<file path="config.mk">
export PLATFORM = sky130hd
export DESIGN_NAME = gpio_cfg_serializer
export DESIGN_NICKNAME = d
export VERILOG_FILES = /design/src/rtl/gpio_cfg_serializer.sv
export SDC_FILE = /design/constraint.sdc
export NUM_CORES = 1
export LEC_CHECK = 0
export ABC_AREA = 1
export CAP_MARGIN = 20
export CELL_PAD_IN_SITES_DETAIL_PLACEMENT = 0
export CELL_PAD_IN_SITES_GLOBAL_PLACEMENT = 1
export CORE_MARGIN = 4
export CORE_UTILIZATION = 38
export DETAILED_ROUTE_END_ITERATION = 16
export PLACE_DENSITY_LB_ADDON = 0.1
export SYNTH_ARGS = -nofsm -noshare
export SYNTH_HDL_FRONTEND = slang
export SYNTH_SLANG_ARGS = --single-unit
</file>
<file path="constraint.sdc">
create_clock -name mclk -period 2.3 [get_ports mclk]
set_input_delay 0.23 -clock mclk [delete_from_list [all_inputs] [get_ports mclk]]
set_output_delay 0.23 -clock mclk [all_outputs]
set_load 0.05 [all_outputs]
</file>
<file path="src/rtl/gpio_cfg_serializer.sv">
// Purpose: source end of the GPIO pad-configuration serial chain; shifts a parallel image out MSB-first, then strobes serial_load.
// Latency: cfg_busy high for exactly (2*TOTAL+2)*CLK_DIV mclk cycles, followed by a one-cycle cfg_done pulse.
// Backpressure: none; cfg_start is only honoured in IDLE outside the cfg_done cycle, otherwise dropped (never queued).
//
// Ports:
//   mclk, resetn           system clock, asynchronous active-low reset
//   cfg_start              single-cycle start request
//   cfg_data               image, pad k at [k*PAD_CTRL_BITS +: PAD_CTRL_BITS], captured at start
//   cfg_busy, cfg_done     transfer in progress / completion pulse
//   serial_clock/_data     chain shift clock and data (data changes only while serial_clock is low)
//   serial_load            chain apply strobe, never high together with serial_clock
// Optional macro GPIO_CFG_READBACK_EN adds:
//   serial_data_ret        return data from the last pad's serial_data_out
//   cfg_rdata              image shifted out of the chain by the previous transfer, valid at cfg_done
module gpio_cfg_serializer #(
    parameter int NUM_PADS      = 14,
    parameter int PAD_CTRL_BITS = 12,
    parameter int CLK_DIV       = 4
) (
    input  logic                              mclk,
    input  logic                              resetn,
    input  logic                              cfg_start,
    input  logic [NUM_PADS*PAD_CTRL_BITS-1:0] cfg_data,
    output logic                              cfg_busy,
    output logic                              cfg_done,
    output logic                              serial_clock,
    output logic                              serial_data,
    output logic                              serial_load
`ifdef GPIO_CFG_READBACK_EN
    ,
    input  logic                              serial_data_ret,
    output logic [NUM_PADS*PAD_CTRL_BITS-1:0] cfg_rdata
`endif
);

    localparam int TOTAL = NUM_PADS * PAD_CTRL_BITS;
    localparam int BW    = $clog2(TOTAL + 1);
    localparam int PW    = $clog2(CLK_DIV + 1);

    localparam logic [BW-1:0] BIT_LAST = BW'(TOTAL - 1);
    localparam logic [PW-1:0] PH_LAST  = PW'(CLK_DIV - 1);

    typedef enum logic [2:0] {
        ST_IDLE,
        ST_SHIFT_LO,
        ST_SHIFT_HI,
        ST_LOAD_SETUP,
        ST_LOAD
    } state_t;

    state_t           r_state,   w_state_nxt;
    logic [PW-1:0]    r_phase,   w_phase_nxt;
    logic [BW-1:0]    r_bit_cnt, w_bit_cnt_nxt;
    logic [TOTAL-1:0] r_shadow,  w_shadow_nxt;
    logic             r_busy,    w_busy_nxt;
    logic             r_done,    w_done_nxt;
    logic             r_sclk,    w_sclk_nxt;
    logic             r_sdata,   w_sdata_nxt;
    logic             r_load,    w_load_nxt;
    logic             w_phase_end;

    assign w_phase_end = (r_phase == PH_LAST);

    always_ff @(posedge mclk or negedge resetn) begin
        if (!resetn) begin
            r_state   <= ST_IDLE;
            r_phase   <= '0;
            r_bit_cnt <= '0;
            r_shadow  <= '0;
            r_busy    <= 1'b0;
            r_done    <= 1'b0;
            r_sclk    <= 1'b0;
            r_sdata   <= 1'b0;
            r_load    <= 1'b0;
        end else begin
            r_state   <= w_state_nxt;
            r_phase   <= w_phase_nxt;
            r_bit_cnt <= w_bit_cnt_nxt;
            r_shadow  <= w_shadow_nxt;
            r_busy    <= w_busy_nxt;
            r_done    <= w_done_nxt;
            r_sclk    <= w_sclk_nxt;
            r_sdata   <= w_sdata_nxt;
            r_load    <= w_load_nxt;
        end
    end

    // Every output is computed here as the value it must hold in the next
    // cycle, so the registered outputs line up exactly with the state they
    // belong to. The phase counter wraps on every state change, giving each
    // non-idle state exactly CLK_DIV cycles.
    always_comb begin
        w_state_nxt   = r_state;
        w_phase_nxt   = w_phase_end ? '0 : r_phase + 1'b1;
        w_bit_cnt_nxt = r_bit_cnt;
        w_shadow_nxt  = r_shadow;
        w_busy_nxt    = r_busy;
        w_done_nxt    = 1'b0;
        w_sclk_nxt    = r_sclk;
        w_sdata_nxt   = r_sdata;
        w_load_nxt    = r_load;

        case (r_state)
            ST_IDLE: begin
                w_phase_nxt = '0;
                // The cfg_done cycle is already IDLE but still counts as busy
                // for start requests, hence the r_done gate.
                if (cfg_start && !r_done) begin
                    w_state_nxt   = ST_SHIFT_LO;
                    w_busy_nxt    = 1'b1;
                    w_bit_cnt_nxt = '0;
                    w_sclk_nxt    = 1'b0;
                    w_sdata_nxt   = cfg_data[TOTAL-1];
                    // Shadow holds the bits still to be sent, next one at the top.
                    w_shadow_nxt  = cfg_data << 1;
                end
            end

            ST_SHIFT_LO: begin
                if (w_phase_end) begin
                    w_state_nxt = ST_SHIFT_HI;
                    w_sclk_nxt  = 1'b1;
                end
            end

            ST_SHIFT_HI: begin
                if (w_phase_end) begin
                    w_sclk_nxt    = 1'b0;
                    w_bit_cnt_nxt = r_bit_cnt + 1'b1;
                    if (r_bit_cnt == BIT_LAST) begin
                        w_state_nxt = ST_LOAD_SETUP;
                        w_sdata_nxt = 1'b0;
                    end else begin
                        // Data only moves on SHIFT_LO entry, i.e. together
                        // with the falling serial_clock edge.
                        w_state_nxt  = ST_SHIFT_LO;
                        w_sdata_nxt  = r_shadow[TOTAL-1];
                        w_shadow_nxt = r_shadow << 1;
                    end
                end
            end

            ST_LOAD_SETUP: begin
                if (w_phase_end) begin
                    w_state_nxt = ST_LOAD;
                    w_load_nxt  = 1'b1;
                end
            end

            ST_LOAD: begin
                if (w_phase_end) begin
                    w_state_nxt   = ST_IDLE;
                    w_load_nxt    = 1'b0;
                    w_busy_nxt    = 1'b0;
                    w_done_nxt    = 1'b1;
                    w_bit_cnt_nxt = '0;
                end
            end

            default: begin
                w_state_nxt = ST_IDLE;
                w_busy_nxt  = 1'b0;
                w_sclk_nxt  = 1'b0;
                w_sdata_nxt = 1'b0;
                w_load_nxt  = 1'b0;
            end
        endcase
    end

    assign cfg_busy     = r_busy;
    assign cfg_done     = r_done;
    assign serial_clock = r_sclk;
    assign serial_data  = r_sdata;
    assign serial_load  = r_load;

`ifdef GPIO_CFG_READBACK_EN
    // The return bit is taken on the last mclk of each low phase, i.e. just
    // before the chain shifts on the rising serial_clock edge. After TOTAL
    // samples the first one has reached the MSB.
    logic [TOTAL-1:0] r_rdata;
    logic [TOTAL:0]   w_rdata_ext;
    logic             w_capture;

    assign w_rdata_ext = {r_rdata, serial_data_ret};
    assign w_capture   = (r_state == ST_SHIFT_LO) && w_phase_end;

    always_ff @(posedge mclk or negedge resetn) begin
        if (!resetn) begin
            r_rdata <= '0;
        end else if (w_capture) begin
            r_rdata <= w_rdata_ext[TOTAL-1:0];
        end
    end

    assign cfg_rdata = r_rdata;
`endif

endmodule

</file>
==> flow_metrics.tcl <==
set metrics [dict create \
    status "finished clean" \
    drv_cap 0 \
    fin_crit_sh_pct 90.3 \
    synth.top_cell.area_share_pct 48.2 \
    synth_nets 1577 \
    area_growth_pct 29.2 \
    cts.sinks 186 \
    htree_levels 4 \
    critPathLaunchType "flip-flop" \
    setup-violations-final 0 \
    synth_top_area_cell "dfrtp_1" \
    finalCriticalPeriod_ns 2.08 \
    clockBufferDepth 2 \
    start_util_pct 38.5 \
    leakage_nw 6.85 \
    endpoint_kind "flip-flop" \
    io_pins 176 \
    crit_fanout 167 \
    path_class "reg2reg" \
    first_global_vias 8561 \
    r2r_cells 7 \
    vdd_drop_max_mv 0.462 \
    drt-initial-drc-count 698 \
    rows 58 \
    synth_area_leaders "dfrtp_1 48%, nand2_1 34%, nand3_1 9.3%" \
    clk_pin_slew_ns 0.08 \
    worstMarginPinSlew_ns 0.860 \
    tns_ns 0 \
    slew_headroom_pct 42.7 \
    synth_cell_types 23 \
    powerDensity_nw_per_um2 539 \
    slew_violations 0 \
    dp_cells 1852 \
    min_path_type "in2async" \
    diodes 0 \
    yosys.area_share.simple_pct 45.3 \
    synth-async-reset-ratio_pct 100 \
    dr.pass1.iters 5 \
    gpl.final_weighted_congestion 0.767 \
    max_freq_mhz 481 \
    clk_latency_ns 0.44 \
    post_dp_cell_area_sq_um 11900 \
    wl_per_cell_um 13.9 \
    synthMuxAreaShare_pct 0 \
    die_h_um 167 \
    syn_avg_cell_area_sq_um 6.88 \
    postRouteAntennaNets 0 \
    synth.cell_area_sq_um 9660 \
    cts_setup_buffers 0 \
    synth_compound_area_share_pct 0.855 \
    core_area_sq_um 25100 \
    grt_usage_pct 18.4 \
    synthCells 1404 \
    wl_um 26100 \
    die_area_sq_um 28000 \
    synth-seq-area-share_pct 48.2 \
    r2r_slack_ns 0.22 \
    finalNonFillerCells 1885 \
    crit_required_ns 2.61 \
    drc 0 \
    yosys-top-cells-count "877 x nand2_1, 186 x dfrtp_1, 179 x nand3_1, 55 x buf_2, 27 x clkbuf_1" \
    crit_arrival_ns 2.39 \
    cts_buffers 17 \
    drive_gt1_share_pct 4.82 \
    nNetsFinal 1715 \
    cts_tree "built" \
    overflow 0 \
    yosysWarnings 0 \
    cts_resized 0 \
    worstReg2RegStart "r_bit_cnt[0]" \
    ys_ff_latch 186 \
    finalInstanceArea_sq_um 12500 \
    hold_viol 0 \
    port_buffers 175 \
    synth-adder-area-share_pct 0.259 \
    die_w_um 167 \
    num_vias 9006 \
    grt_max_degree 168 \
    grt_pass1_wl_um 43200 \
    fin_skew_ns 0.0178 \
    synth_xor_area_share_pct 0.272 \
    rsz0062_at_grt "false" \
    r2r_end "r_shadow[41]" \
    antenna_found_initial 0 \
    synth_most_common_cell "nand2_1" \
    hpwl_um 16200 \
    synth_ff_type "dfrtp_1" \
    synth_edf_count 0 \
    synth_top_family_by_area "simple AND/OR/NAND/NOR gates" \
    via_per_inst 4.78 \
    root_buffer "clkbuf_16" \
]
==> cell type report <==
cell class / count / area, sq um
fillers: 2588 / 12600
multi-input cells: 1109 / 4540
clock inverters: 12 / 161
clock buffers: 20 / 437
inverters: 17 / 66.3
well taps: 330 / 413
repair buffers: 211 / 2200
flip-flops and latches: 186 / 4650
==> power breakdown <==
part           switching (mW)  internal (mW)  total, mW
registers                   0           3.27       3.27
clock network            1.34           1.73       3.07
logic                   0.124          0.262      0.386
==> metrics by stage <==
step	hold slack, ns	utilization [%]	setup slack (ns)	power, mW
floorplan	-0.0656	-	0.632	3.33
global placement	0.244	47.3	0.278	3.73
detailed placement	0.240	47.3	0.246	3.72
CTS	0.330	49.7	0.299	6.82
global route	0.366	49.7	0.129	6.95
finish	0.322	49.7	0.223	6.72
==> placed cells by master, fill, tap and decap left out, types with 2 or more instances in the layout <==
master           synthesis  layout
ha_1                     2       2
nand3_2                  2       2
buf_12                   0      14
o21ai_1                  3       3
nand3_1                179     179
bufinv_16                0       3
a21oi_1                  6       6
nand4_1                  4       4
clkdlybuf4s50_1          0     174
clkbuf_1                27       3
inv_1                   15      15
nand2_1                877     877
xor2_1                   3       3
nor2_1                  18      18
nand2_8                  0       2
dfrtp_1                186     186
inv_6                    0       4
nor3_1                   2       2
buf_4                    5      21
o21ai_0                  6       6
clkinvlp_4               0       3
clkbuf_16                0      17
==> state kept, by name (all words and copies together), names as in the netlist <==
signal	flops
cfg_busy	1
cfg_done	1
r_bit_cnt	8
r_phase	3
r_shadow	167
r_state	3
serial_clock	1
serial_data	1
serial_load	1
==> worst max-delay path, cell delays in order (launching register included) <==
cell     delay (ns)
dfrtp_1        0.42
ha_1           0.23
nand2_1        0.08
nor2_1         0.23
nand4_4        0.18
buf_12         0.30
nand3_1        0.24
nand2_1        0.07
==> layer usage <==
metal	track usage, %	up-vias	share of wire (%)
met3	3.61	12	4.6
li1	-	4633	-
met5	0	-	0
met4	3.63	0	0.79
met1	27.1	4147	49
met2	28.4	214	46
==> what timing repair did <==
item                                    CTS  global route
hold buffers                              1             0
endpoints found under the setup margin    0             0
hold endpoints to repair                 52             0
==> how the worst max path moves through the flow <==
| stage | end | slack (ns) | cells after the start | from |
|---|---|---|---|---|
| detailed placement | r_shadow[9] | 0.25 | 9 | cfg_start |
| floorplan | r_shadow[106] | 0.63 | 10 | cfg_done |
| CTS | r_shadow[55] | 0.30 | 7 | r_bit_cnt[0] |
| finish | r_shadow[41] | 0.22 | 7 | r_bit_cnt[0] |
| global placement | r_shadow[22] | 0.28 | 9 | cfg_start |
| global route | r_shadow[41] | 0.13 | 7 | r_bit_cnt[0] |
==> kinds of logic (layout without fill, tap and decap cells) <==
group           after synthesis  after routing
fa+ha+maj                     2              2
xor+xnor                      3              3
simple gates               1088           1088
flops                       186            186
compound gates               16             16
buf+inv                     109            260
Note: power is estimated with default switching activity, not from simulation.
